===== config.mk =====
export PLATFORM = sky130hd
export DESIGN_NAME = csr_access_ctrl
export DESIGN_NICKNAME = d
export VERILOG_FILES = /design/src/rtl/csr_access_ctrl.sv
export SDC_FILE = /design/constraint.sdc
export NUM_CORES = 1
export LEC_CHECK = 0
export CORE_UTILIZATION = 42
export CTS_BUF_LIST = sky130_fd_sc_hd__clkbuf_8
export DETAILED_ROUTE_END_ITERATION = 8
export GPL_ROUTABILITY_DRIVEN = 0
export GPL_TIMING_DRIVEN = 0
export PLACE_DENSITY_LB_ADDON = 0.2
export SETUP_SLACK_MARGIN = 0.4
export SLEW_MARGIN = 25
export SYNTH_ARGS = -nofsm -noshare
export SYNTH_HDL_FRONTEND = slang
export SYNTH_SLANG_ARGS = --single-unit

===== constraint.sdc =====
create_clock -name clk -period 3.18 [get_ports clk]
set_input_delay 0.477 -clock clk [delete_from_list [all_inputs] [get_ports clk]]
set_output_delay 0.477 -clock clk [all_outputs]
set_load 0.1 [all_outputs]

===== src/rtl/csr_access_ctrl.sv =====
// CSR read-modify-write requester for the custom counter bank; one op in flight; respValid 3 cycles after accept (4 with write, 1 if illegal).
// Backpressure: reqReady only in IDLE; RESP outputs hold stable until respReady.
module csr_access_ctrl #(
    parameter logic [11:0] CSR_BASE = 12'h7C0,
    parameter int          NUM_CSR  = 8
) (
    input  logic        clk,
    input  logic        rst,
    input  logic        reqValid,
    output logic        reqReady,
    input  logic [1:0]  reqOp,
    input  logic        reqImm,
    input  logic [4:0]  reqZimm,
    input  logic [31:0] reqRs1,
    input  logic [11:0] reqAddr,
    output logic [4:0]  rAddr,
    output logic        rEn,
    input  logic [31:0] csr,
    output logic        wEn,
    output logic [4:0]  wAddr,
    output logic [31:0] wData,
    output logic        respValid,
    input  logic        respReady,
    output logic [31:0] respData,
    output logic        respIllegal
);

    localparam logic [2:0] IDLE  = 3'd0;
    localparam logic [2:0] READ  = 3'd1;
    localparam logic [2:0] WAIT  = 3'd2;
    localparam logic [2:0] WRITE = 3'd3;
    localparam logic [2:0] RESP  = 3'd4;

    localparam logic [1:0] OP_RW = 2'b01;
    localparam logic [1:0] OP_RS = 2'b10;
    localparam logic [1:0] OP_RC = 2'b11;

    logic [2:0]  state;
    logic [1:0]  opReg;
    logic [31:0] operand;
    logic [31:0] oldVal;
    logic [31:0] newVal;
    logic [4:0]  index;
    logic        illegal;

    logic [11:0] addrDiff;
    logic        inRange;
    logic [31:0] reqOperand;
    logic [31:0] modVal;
    logic        needWrite;

    // Addresses below CSR_BASE wrap to large differences and fail the range check.
    assign addrDiff   = reqAddr - CSR_BASE;
    assign inRange    = addrDiff < 12'(NUM_CSR);
    assign reqOperand = reqImm ? {27'd0, reqZimm} : reqRs1;

    always_comb begin
        modVal = operand;
        case (opReg)
            OP_RS:   modVal = csr | operand;
            OP_RC:   modVal = csr & ~operand;
            default: modVal = operand;
        endcase
    end

    // Set/clear with a zero operand is a pure read and must not touch the bank.
    assign needWrite = (opReg == OP_RW) || (operand != 32'd0);

    always_ff @(posedge clk or posedge rst) begin
        if (rst) begin
            state   <= IDLE;
            opReg   <= 2'b00;
            operand <= 32'd0;
            oldVal  <= 32'd0;
            newVal  <= 32'd0;
            index   <= 5'd0;
            illegal <= 1'b0;
        end else begin
            case (state)
                IDLE: begin
                    if (reqValid) begin
                        opReg   <= reqOp;
                        operand <= reqOperand;
                        index   <= addrDiff[4:0];
                        if (!inRange || reqOp == 2'b00) begin
                            illegal <= 1'b1;
                            oldVal  <= 32'd0;
                            state   <= RESP;
                        end else begin
                            illegal <= 1'b0;
                            state   <= READ;
                        end
                    end
                end
                READ: state <= WAIT;
                WAIT: begin
                    oldVal <= csr;
                    newVal <= modVal;
                    state  <= needWrite ? WRITE : RESP;
                end
                WRITE: state <= RESP;
                RESP: begin
                    if (respReady) begin
                        state <= IDLE;
                    end
                end
                default: state <= IDLE;
            endcase
        end
    end

    assign reqReady    = (state == IDLE);
    assign rEn         = (state == READ);
    assign rAddr       = index;
    assign wEn         = (state == WRITE);
    assign wAddr       = index;
    assign wData       = newVal;
    assign respValid   = (state == RESP);
    assign respData    = oldVal;
    assign respIllegal = (state == RESP) && illegal;

endmodule


Yosys cells after proc, flatten, opt, wreduce, memory -nomap -nowiden
Index checks and enable logic that the tools add are counted.
{"block": "word_totals", "register_bits": 107, "elab_cells": 44, "inputBits": 88}
{"block": "classes", "n_mux": 11, "reduce_logical": 11, "add_sub_neg": 1, "bitwise": 3, "n_lt_le_gt_ge": 1, "eq_ne": 10}
{"cell": "one-hot mux 32 bit (2 select lines)", "n": 2}
{"cell": "2-to-1 mux 32 bit", "n": 3}
{"cell": "AND 32 bit", "n": 1}
{"cell": "inverter 32 bit", "n": 1}
{"cell": "OR 32 bit", "n": 1}
{"cell": "nonzero test 32 bit", "n": 1}
{"cell": "one-hot mux 3 bit (5 select lines)", "n": 1}
{"cell": "less-than comparator 12 x 4 -> 1 bit (second input constant)", "n": 1}
{"cell": "2-to-1 mux 3 bit", "n": 4}
{"cell": "subtractor 12 x 11 -> 12 bit (second input constant)", "n": 1}
{"cell": "== test 3 x 2 -> 1 bit (second input constant)", "n": 2}
{"cell": "== test 2 bit (second input constant)", "n": 2}
{"cell": "!= test 2 x 1 -> 1 bit (second input constant)", "n": 2}
{"cell": "AND reduction 2 bit", "n": 2}
{"cell": "== test 3 x 1 -> 1 bit (second input constant)", "n": 1}
{"cell": "== test 3 bit (second input constant)", "n": 1}
{"cell": "zero test 3 bit", "n": 1}
{"cell": "AND reduction 3 bit", "n": 1}
{"cell": "== test 2 x 1 -> 1 bit (second input constant)", "n": 1}
{"cell": "zero test 2 bit", "n": 1}
{"cell": "logical OR 1 bit", "n": 2}
{"cell": "!= test 2 bit (second input constant)", "n": 1}
{"cell": "nonzero test 2 bit", "n": 1}
{"cell": "logical AND 1 bit", "n": 1}
{"cell": "other kinds (2)", "n": 2}

Longest topological paths before layout
Gate-level depths: netlist of run 1.
{"block": "logic_depth", "depth_word": 7, "ltp_mapped": 7, "ltp_nobuf": 4}

Worst setup path after synthesis of run 1
Ideal clock, no wire load.
{"block": "synth_timing", "path_kind": "register to output", "start": "register state[1]", "end": "output respIllegal", "arrival_ps": 3761, "required_ps": 2703, "setup_slack_ps": -1058, "path_buffers": 1, "path_stages_with_launch": 4, "cell_sequence": "dfrtp_1 -> buf_2 -> nor3b_1 -> and2_1"}
{"block": "synth_via", "elab_chain_cells": 2}
{"element": "from (decl)", "line_no": "38", "text": "logic [2:0] state;"}
{"element": "from (signal assigned)", "line_no": "99", "text": "state <= needWrite ? WRITE : RESP;"}
{"element": "== test 3 bit"}
{"element": "net respValid", "line_no": "22", "text": "output logic respValid,"}
{"element": "logical AND 1 bit", "line_no": "120", "text": "assign respIllegal = (state == RESP) && illegal;"}
{"element": "to (decl)", "line_no": "25", "text": "output logic respIllegal"}
The timed path passes the listed nets, and every way through them passes these cells.

Final worst setup path of run 1
{"block": "layout_timing", "start": "register state[1]", "end": "output respIllegal"}
{"block": "layout_via", "elab_chain_cells": 2}
{"element": "== test 3 bit", "line_no": "120"}
{"element": "logical AND 1 bit", "line_no": "120"}
Every way passes these cells.

==> reports/metrics.yaml, run 1 <==
clock_tree:
  root_buffer: "clkbuf_8"
  clock-sinks: 107
  cts.clk_slew.worst_paths_ns: 0.11
  holdBufCountCts: 0
  worstSkewPairLatency_ns: 0.37
  clk_path_buf_depth: 2
  cts_tree: "done"
  numCtsBuffers: 9
  h-tree-depth: 3
global_route:
  grt_max_degree: 31
  grt_overflow: 0
  antenna_found_initial: 0
  grt_pass1_wl_mm: 20.42
  first_global_vias: 4089
  grt_use_total_pct: 23.24
critical_path:
  crit_fanout: 9
  required_ns: 2.70
  cp-end-kind: "primary output"
  critPathArrivalTime_ns: 2.15
  worstSetupStartpointType: "flop"
  worstSetupPathType: "reg -> out"
timing:
  slew_viol_final: 0
  hold_viol_final: 0
  period_share_pct: 82.67
  timing.hold.ws_ns: 0.4876
  slew_headroom_pct: 31.78
  rsz0062_at_grt: "false"
  totalNegativeSetupSlack_ns: 0
  setup_viol: 0
  fmax_mhz: 380.4
  period_needed_ns: 2.629
  tightestPinTransition_ns: 1.020
  skew_ns: 0.01370
synth:
  netlist_area_sq_um: 4636
  ys_types: 29
  ys_seq_elements: 107
  netlist.area_leader.share_pct: 57.76
  ys_seq_area_share_pct: 57.76
  synthTopCellsByArea: "dfrtp_1, a22o_1, a211oi_1"
  netlist_instances: 423
  syn_nets: 511
  synth.largest_area_cell: "dfrtp_1"
  syn_avg_cell_area_sq_um: 10.96
  yosysWarningCount: 0
power:
  seq_power_share_pct: 48.3
  power_density_nw_per_um2: 480.9
  p_leak_nw: 3.166
  combPwrFrac_pct: 27.8
  p_sw_w: 0.001167
  max-vdd-ir-drop_mv: 0.3471
  p_clk_share_pct: 23.8
  p_int_w: 0.002057
  finalPower_w: 0.003224
  p_sw_share_pct: 36.19
route:
  wl_per_cell_um: 17.38
  vias_per_cell: 5.430
  drc: 0
  wirelength_mm: 12.93
  vias: 4040
  first_pass_iters: 4
  drt_iter0_markers: 169
  antenna_left: 0
final_layout:
  final_nets: 691
  layout-drive-gt1-share_pct: 9.046
  area_delta_synth_final_pct: 44.64
  antenna_cells: 0
floorplan:
  die_w_um: 107.1
  start_util_pct: 44.11
  core_sq_um: 10510
  chipHeight_um: 107.1
  fp.dieArea_sq_um: 11460
  rows: 37
  io_pins: 167
placement:
  portBuffers: 166
  dp_hpwl_mm: 9.682
outcome:
  status: "finished clean"
job:
  cap_violations: 0
worst_hold_path:
  worstHoldPathType: "reg -> reg"
==> worst paths after layout <==
| kind | startpoint | endpoint | slack [ns] | cells past startpoint |
|---|---|---|---|---|
| min in group asynchronous | rst | respData[20]$_DFFE_PP0P_ | 0.52 | 2 |
| min reg2reg | wData[24]$_DFFE_PP0P_ | wData[24]$_DFFE_PP0P_ | 0.49 | 1 |
| max reg2reg | operand[4]$_DFFE_PP0P_ | state[2]$_DFFE_PP0P_ | 1.36 | 4 |
| max in group asynchronous | rst | wData[8]$_DFFE_PP0P_ | 2.12 | 3 |
| min | wData[24]$_DFFE_PP0P_ | wData[24]$_DFFE_PP0P_ | 0.49 | 1 |
| max | state[1]$_DFFE_PP0P_ | respIllegal | 0.55 | 4 |
==> layer usage <==
layer	GRT usage [%]	share of wire, %	up-vias
met4	5.773	0.88	0
li1	-	-	1892
met2	38.25	49	143
met5	0	0	-
met1	30.61	44	1995
met3	6.018	6.6	10
==> cells in the final DEF, fill, tap and decap left out, types with 3 or more instances in the layout <==
cell,n
a211oi_1,33
a21o_1,32
a21oi_1,33
a22o_1,32
and2_1,3
buf_12,3
buf_2,18
buf_4,8
clkbuf_1,12
clkbuf_8,9
clkdlybuf4s50_1,161
clkinvlp_4,3
dfrtp_1,107
dlygate4sd2_1,5
inv_1,4
mux2_2,6
mux2i_1,5
nand2_1,38
nand2b_1,28
nor2_1,4
nor4_1,8
o21ai_0,35
==> flip-flops by register name, indices dropped and copies added (netlist names) <==
signal    cells
rAddr         5
opReg         2
operand      32
respData     32
wData        32
state         3
illegal       1
==> cell type report <==
type | count | area [sq um]
plain buffers | 38 | 195.2
clock inverters | 7 | 51.30
repair buffers | 169 | 1715
fillers | 896 | 3804
flip-flops and latches | 107 | 2678
inverters | 5 | 22.52
well taps | 136 | 170.2
multi-input cells | 273 | 1749
clock buffers | 9 | 123.9
==> power groups by stage <==
stage	clock (W)	combinational (W)	sequential (W)
2_1_floorplan	0	0.000458	0.00170
3_3_place_gp	0	0.000882	0.00158
3_5_place_dp	0	0.000908	0.00159
4_1_cts	0.000780	0.000906	0.00156
5_1_grt	0.000830	0.000961	0.00157
6_report	0.000768	0.000898	0.00156
==> metrics by stage <==
| stage | instance area [sq um] | setup slack [ns] | std cells | util, % |
|---|---|---|---|---|
| floorplan | 4644 | 0.04470 | 423 | - |
| global placement | 6476 | 0.3617 | 725 | 61.63 |
| detailed placement | 6536 | 0.7039 | 728 | 62.20 |
| CTS | 6705 | 0.5579 | 744 | 63.81 |
| global route | 6705 | 0.4707 | 744 | 63.81 |
| finish | 6705 | 0.5511 | 744 | 63.81 |
==> kinds of logic (layout without fill, tap and decap cells) <==
family	count (synthesis)	in the layout	synth area share, %
AO/OA/AOI/OAI	168	168	24.37
multiplexers	11	11	2.537
flip-flops	107	107	57.76
buffers and inverters	43	228	4.615
AND/OR/NAND/NOR	94	94	10.72
==> cell usage after synthesis, drive strengths merged <==
| cell | count |
|---|---|
| dfrtp | 107 |
| and3 | 1 |
| and2 | 3 |
| a211oi | 33 |
| nand2 | 38 |
| or2 | 1 |
| and4bb | 1 |
| buf | 26 |
| o21ai | 36 |
| a41oi | 1 |
| nor4 | 8 |
| or4 | 2 |
| nor3b | 1 |
| a21o | 32 |
| mux2 | 6 |
| mux2i | 5 |
| nand3 | 2 |
| nand4 | 2 |
| nor3 | 3 |
| a22o | 32 |
| inv | 5 |
| o31ai | 1 |
| nand2b | 28 |
| clkbuf | 12 |
| nor2 | 4 |
| a21oi | 33 |
==> worst max-delay path, stage by stage, from the launching register on <==
cell and delay (ns):
dfrtp_1 0.37, buf_2 0.16, nor3b_2 0.25, and2_1 0.16
dlygate4sd2_1 0.85
==> what timing repair did <==
action / CTS / global route
buffers inserted: 0 / 0
setup endpoints to repair: 5 / 0
resized for setup: 5 / 0
Power figures use the tool's default switching activity.
==> inputs of run 2 (changes only) <==
clock period = 2.37 ns   (was 3.18 ns; I/O delays follow)
==> run 2 against run 1 <==
Against the previous run: core utilization shrank 0.50 points; flip-flop and latch count is the same; register-to-register slack lost 0.80 ns; routed wire length grew 1.4%; critical path type unchanged.
==> reports/metrics.yaml, run 2 (synthesis gave the netlist of run 1 again) <==
outcome:
  status: "finished clean"
floorplan:
  io_pins: 167
  chipHeight_um: 107.1
  core_sq_um: 10510
  die_w_um: 107.1
  start_util_pct: 44.11
  rows: 37
  fp.dieArea_sq_um: 11460
critical_path:
  cp-end-kind: "primary output"
  r2r-start: "operand[12]$_DFFE_PP0P_"
  startpoint: "state[1]$_DFFE_PP0P_"
  worstSetupPathType: "reg -> out"
  cp-endpoint: "respIllegal"
  worstSetupStartpointType: "flop"
  rr_endpoint: "state[2]$_DFFE_PP0P_"
  required_ns: 2.01
  crit_fanout: 9
  rr_worst_depth: 4
  critPathArrivalTime_ns: 1.58
  r2r_setup_slack_ns: 0.56
timing:
  timing.hold.ws_ns: 0.3105
  tightestPinTransition_ns: 0.9901
  fmax_mhz: 515.4
  period_share_pct: 81.87
  slew_headroom_pct: 34.25
  rsz0062_at_grt: "true"
  layout_setup_ws_ns: 0.4297
  skew_ns: 0.01710
  setup_viol: 0
  period_needed_ns: 1.940
  slew_viol_final: 0
  hold_viol_final: 0
clock_tree:
  holdBufCountCts: 0
  h-tree-depth: 3
  cts_setup_buffers: 0
  worstSkewPairLatency_ns: 0.38
  cts_tree: "done"
  root_buffer: "clkbuf_8"
  clock-sinks: 107
  numCtsBuffers: 9
  cts.clk_slew.worst_paths_ns: 0.11
  clk_path_buf_depth: 2
placement:
  dpl_worst_slack_ns: -0.05230
  portBuffers: 166
  dp_hpwl_mm: 9.676
  post-place-cells: 728
route:
  drc: 0
  antenna_left: 0
  wirelength_mm: 13.10
  vias: 3987
  vias_per_cell: 5.366
  drt_iter0_markers: 129
  first_pass_iters: 4
  wl_per_cell_um: 17.64
global_route:
  antenna_found_initial: 0
  first_global_vias: 3996
  grt_overflow: 0
  grt_pass1_wl_mm: 20.67
  grt_max_degree: 33
  grt_use_total_pct: 23.54
power:
  power_density_nw_per_um2: 672.3
  max-vdd-ir-drop_mv: 0.5306
  p_leak_nw: 3.296
  finalPower_w: 0.004472
final_layout:
  antenna_cells: 0
  n_fill_cell: 870
  final_common_cell: "dfrtp_1"
  final_cell_mix: "dfrtp_1, clkdlybuf4s50_1, nand2_1"
  stdcell_count: 743
  area_delta_synth_final_pct: 43.51
  layout-drive-gt1-share_pct: 16.47
  final_nets: 691
worst_hold_path:
  worstHoldPathType: "in -> async"
job:
  cap_violations: 0
## run 2: cell count changes in the layout (fill, tap and decap cells not counted), moves of 30 or more
cell	before	now
o21ai_0	35	3
o21ai_1	1	33
clkdlybuf4s50_1	161	87
clkbuf_2	0	30
clkdlybuf4s15_1	0	34
## run 2: how the worst min path moves through the flow
stage	to	slack [ns]	depth (start not counted)
finish	respData[27]$_DFFE_PP0P_	0.31	2
global route	respData[27]$_DFFE_PP0P_	0.32	2
CTS	respData[27]$_DFFE_PP0P_	0.31	2
detailed placement	wData[31]$_DFFE_PP0P_	0.47	1
global placement	wData[31]$_DFFE_PP0P_	0.46	1
floorplan	illegal$_DFFE_PP0P_	0.44	2
## run 2: where the power goes
group	internal, W	switching, W	total (W)
clock network	0.000499	0.000654	0.00115
logic	0.000424	0.000803	0.00123
registers	0.00196	0.000134	0.00209
## run 2: area by class of cell
class                           instances  area [sq um]  share of cell area [%]
Tap cell                              136         170.2                   2.558
Timing Repair Buffer                  169          1565                   23.53
Multi-Input combinational cell        273          1785                   26.84
Clock buffer                            9         123.9                   1.862
Buffer                                 38         232.7                   3.498
Inverter                                5         22.52                  0.3385
Clock inverter                          6         72.57                   1.091
Sequential cell                       107          2680                   40.29
## run 2: what timing repair did
action / 4_1_cts / 5_1_grt
hold endpoints to repair: 0 / 0
endpoints found under the setup margin: 79 / 66
resized for setup: 135 / 79
## run 2: per-layer routing
| metal | GRT usage (%) | up-vias | share of wire, % |
|---|---|---|---|
| li1 | - | 1890 | - |
| met2 | 39.22 | 117 | 48 |
| met5 | 0 | - | 0 |
| met4 | 7.730 | 0 | 1.2 |
| met1 | 31.32 | 1964 | 45 |
| met3 | 3.830 | 16 | 5.5 |
## run 2: per-stage QoR
| stage | TNS, ns | area [sq um] | utilization, % |
|---|---|---|---|
| after global routing | 0 | 6653 | 63.31 |
| after global placement | -37.80 | 6551 | 62.34 |
| final | 0 | 6653 | 63.31 |
| after floorplan | -0.2380 | 4720 | - |
| after detailed placement | -0.05230 | 6611 | 62.91 |
| after CTS | 0 | 6745 | 64.19 |
## run 2: worst max-delay path, cell delays in order (launching register included)
cell and delay, ns:
dfrtp_1 0.36, buf_2 0.19, nor3b_4 0.23, and2_1 0.16, buf_4 0.28
==> inputs of run 3 (changes only) <==
CORE_UTILIZATION = 46   (was 42)
clock period = 1.9 ns   (was 2.37 ns; I/O delays follow)
==> run 3 against run 2 <==
Against the previous run: global-route usage rose by 2.7 points; flip-flop and latch count is the same; critical endpoint is now reqReady; largest power group unchanged; hold slack got worse by 0.073 ns; non-clock buffer count grew 18; combinational power increased by 39%; cell area is 4.3% higher; total power rose by 26%; cell count up 2.2%; count of clock-buffer cells in the layout unchanged; sequential power up 26%; worst setup slack got worse by 0.29 ns.
==> reports/metrics.yaml, run 3 (synthesis gave the netlist of run 1 again) <==
outcome:
  status: "finished clean"
global_route:
  antenna_found_initial: 0
  grt_pass1_wl_mm: 20.82
  grt_overflow: 0
  grt_use_total_pct: 26.25
  first_global_vias: 4061
  grt_max_degree: 31
critical_path:
  crit_family: "buffers and inverters"
  cp_slowest_cell: "dfrtp_1"
  critPathArrivalTime_ns: 1.48
  cp-end-kind: "primary output"
  path_common_cell: "buf_6"
  crit_buf_inv: 3
  crit_chain: "buf_6 -> buf_6 -> nor3_4 -> buf_12"
  critPathMaxStageDelay_ns: 0.39
  required_ns: 1.62
  worstSetupStartpointType: "flop"
  crit_fanout: 5
  worstSetupPathType: "reg -> out"
route:
  antenna_left: 0
  vias_per_cell: 5.464
  vias: 4147
  first_pass_iters: 4
  drt_iter0_markers: 99
  drc: 0
  wirelength_mm: 13.41
  wl_per_cell_um: 17.66
clock_tree:
  root_buffer: "clkbuf_8"
  numCtsBuffers: 9
  cts.clk_slew.worst_paths_ns: 0.11
  cts_tree: "done"
  clock-sinks: 107
  worstSkewPairLatency_ns: 0.37
  clk_path_buf_depth: 2
  holdBufCountCts: 0
  h-tree-depth: 3
timing:
  rsz0062_at_grt: "true"
  period_needed_ns: 1.762
  timing.hold.ws_ns: 0.2373
  hold_viol_final: 0
  skew_ns: 0.01565
  fmax_mhz: 567.5
  tightestPinTransition_ns: 0.6099
  period_share_pct: 92.74
  totalNegativeSetupSlack_ns: 0
  setup_viol: 0
  slew_viol_final: 0
  slew_headroom_pct: 59.34
floorplan:
  chipHeight_um: 102.4
  core_sq_um: 9774
  fp.dieArea_sq_um: 10480
  start_util_pct: 47.43
  io_pins: 167
  rows: 36
  die_w_um: 102.4
final_layout:
  final_nets: 709
  design_area_sq_um: 6940
  layout-drive-gt1-share_pct: 30.67
  area_delta_synth_final_pct: 49.72
  final_common_cell: "dfrtp_1"
  n_fill_cell: 774
  antenna_cells: 0
  final_cell_mix: "dfrtp_1, clkdlybuf4s50_1, buf_2"
power:
  p_leak_nw: 3.518
  power_density_nw_per_um2: 811.4
  p_clk_share_pct: 22.7
  p_int_w: 0.003597
  p_sw_share_pct: 36.13
  p_sw_w: 0.002035
  combPwrFrac_pct: 30.4
  max-vdd-ir-drop_mv: 0.8551
  seq_power_share_pct: 46.9
job:
  cap_violations: 0
placement:
  place_area_sq_um: 6668
  portBuffers: 166
  dp_hpwl_mm: 9.620
worst_hold_path:
  worstHoldPathType: "in -> async"
-- run 3: final timing paths --
check                                             from                      end  slack [ns]  depth (start not counted)
worst min register to register    wData[2]$_DFFE_PP0P_     wData[2]$_DFFE_PP0P_        0.48                          1
worst min-delay path                               rst    wData[30]$_DFFE_PP0P_        0.24                          2
min in group clk                            reqRs1[19]  operand[19]$_DFFE_PP0P_        0.46                          3
max in group asynchronous                          rst  operand[27]$_DFFE_PP0P_        1.04                          4
worst max register to register  operand[6]$_DFFE_PP0P_     state[2]$_DFFE_PP0P_        0.19                          4
worst max-delay path              state[1]$_DFFE_PP0P_                 reqReady        0.14                          4
-- run 3: per-layer routing --
| metal | vias up | share of wire, % | track usage (%) |
|---|---|---|---|
| met2 | 150 | 50 | 44.71 |
| met4 | 0 | 1.2 | 7.033 |
| li1 | 1929 | - | - |
| met3 | 16 | 6.1 | 5.062 |
| met1 | 2052 | 43 | 34.38 |
| met5 | - | 0 | 0 |
-- run 3: worst reg2reg max path, cell delays in order (launching register included) --
cell and delay (ns):
dfrtp_2 0.46, nor4_4 0.30, nand4_1 0.25, or4_4 0.54, nand3_1 0.10
-- run 3: through the flow --
step	std cells	total power, W	utilization [%]	setup slack [ns]
after floorplan	423	0.003689	-	-0.2604
after global placement	722	0.004187	67.24	-0.8732
after detailed placement	726	0.004246	68.22	-0.4458
after CTS	747	0.005583	68.11	0.1737
after global routing	759	0.005883	71.01	0.07684
final	759	0.005632	71.01	0.1380
-- run 3: area by class of cell --
type                            count  area [sq um]  share of cell area [%]
Inverter                            5         22.52                  0.3245
Multi-Input combinational cell    273          1937                   27.91
Timing Repair Buffer              187          1672                   24.09
Buffer                             38         276.5                   3.984
Sequential cell                   107          2689                   38.74
Clock buffer                        9         123.9                   1.785
Clock inverter                      7         53.80                  0.7752
Tap cell                          133         166.4                   2.398
-- run 3: repair_timing --
item	in CTS	in global routing
gates cloned	0	1
setup buffers	5	11
endpoints found under the setup margin	142	122
resized for setup	441	55
pin swaps	3	7
-- run 3: power by group through the flow --
stage | combinational, W | sequential (W) | clock [W]
4_1_cts | 0.00164 | 0.00263 | 0.00131
3_3_place_gp | 0.00154 | 0.00265 | 0
2_1_floorplan | 0.000829 | 0.00286 | 0
3_5_place_dp | 0.00159 | 0.00266 | 0
5_1_grt | 0.00182 | 0.00267 | 0.00140
6_report | 0.00171 | 0.00264 | 0.00128
==> edit, RTL diff (config.mk and constraints of run 1) <==
Make the reset (`rst`) synchronous in one clocked block.
--- a/src/rtl/csr_access_ctrl.sv
+++ b/src/rtl/csr_access_ctrl.sv
@@ -66,7 +66,7 @@
     // Set/clear with a zero operand is a pure read and must not touch the bank.
     assign needWrite = (opReg == OP_RW) || (operand != 32'd0);
 
-    always_ff @(posedge clk or posedge rst) begin
+    always_ff @(posedge clk) begin
         if (rst) begin
             state   <= IDLE;
             opReg   <= 2'b00;
Check against the original RTL: differs if rst is asserted again (counterexample within 4 cycles, from zero or initial values and one cycle with rst high); with rst held inactive, the same outputs for 10 cycles.
==> edit against run 1 <==
Utilization decreased by 0.72 points. Sequential cell count unchanged. Power decreased by 17%. Via count increased by 18%. Die area decreased by 1.2%. Setup slack improved by 15 ps. Critical path depth decreased by 1. Routed wire length increased by 12%. Global-route usage increased by 2.4 points. Design area decreased by 1.6%. Synthesized area decreased by 1.3%. Maximum frequency increased by 0.58%. Sequential share of layout area decreased by 7.5 points. Clock skew increased by 1.2 ps.
==> edit: results (changes against run 1) <==
start of the worst register-to-register path state[1]$_SDFFE_PP0P_; hold path startpoint wData[11]$_SDFFE_PP0P_; status complete, no violations; Worst Max-Slew Pin Slew 1040 ps (+15.4 ps); vias per cell 5.31 (-2.3%); cells on worst reg2reg path 5 (+1); R2R setup slack 1130 ps (-230 ps); number of global-route vias before repair 4559 (+11%); pre-CTS setup slack 497 ps (-207 ps); reg2reg end respData[14]$_SDFFE_PP0P_; Clock transition at path regs 90 ps (-20 ps); Worst Hold Depth 2 (+1); Iteration-0 DRC Markers 226 (+34%); Synth async-reset ratio 0 (-1.00); largest net degree at the start of global routing 17 (-45%); Final #Nets 844 (+22%); IO Port Bufs 165 (-0.60%); area post-placement 6410 um2 (-1.9%); DP HPWL 10900 um (+12%); leak pwr 2.27 nW (-28%); Crit. Startpoint state[2]$_SDFFE_PP0P_; VDD IR-drop max 278 uV (-20%); sequential share of the synthesized area 0.468 (-0.110); layout cell share with drive strength beyond 1 0.0632 (-0.0273); Hold Path Sink wData[11]$_SDFFE_PP0P_
[edit: repair_timing]
item	4_1_cts	5_1_grt
resized for setup	3	4
cloned	0	0
setup endpoints to repair	3	3
[edit: routing by layer]
metal | share of wire | vias to the layer above | GRT usage
met4 | 0.013 | 0 | 0.0694
met5 | 0 | - | 0
li1 | - | 2352 | -
met2 | 0.48 | 187 | 0.432
met3 | 0.061 | 14 | 0.0343
met1 | 0.45 | 2201 | 0.343
[edit: cell type report]
type | instances | area share
Multi-Input combinational cell | 420 | 0.329
Sequential cell | 107 | 0.325
Timing Repair Buffer | 165 | 0.250
Buffer | 51 | 0.0409
Tap cell | 136 | 0.0258
Clock buffer | 10 | 0.0209
Clock inverter | 5 | 0.00834
Inverter | 2 | 0.00114
[edit: per-stage QoR]
stage,hold WS (ps),cells
after floorplan,458,580
after global placement,443,881
after detailed placement,446,881
after CTS,456,896
after global routing,478,896
final,454,896
[edit: cell families (layout without fill, tap and decap cells)]
family	count (synthesis)	after routing	synth area share
buffers and inverters	53	233	0.0607
AOI/OAI and AO/OA	188	188	0.216
DFF	107	107	0.468
muxes	5	5	0.0109
and+or+nand+nor	227	227	0.245
[edit: how the worst max path moves through the flow]
stage / end / slack (ps) / depth (start not counted)
finish: respIllegal / 570 / 3
global route: respIllegal / 500 / 3
CTS: rEn / 370 / 3
detailed placement: rEn / 500 / 3
global placement: rEn / 530 / 3
floorplan: respIllegal / 480 / 2
[edit: where the power goes]
group	internal (mW)	leakage, nW	switching, mW
clock network	0.379	0.0995	0.443
registers	1.37	0.867	0.0330
logic	0.193	1.31	0.262
[edit: critical path, cell delays in order, from the launching register on]
cell and delay [ps]:
dfxtp_1 520, nor3b_4 270, and2_1 150, dlygate4sd2_1 850
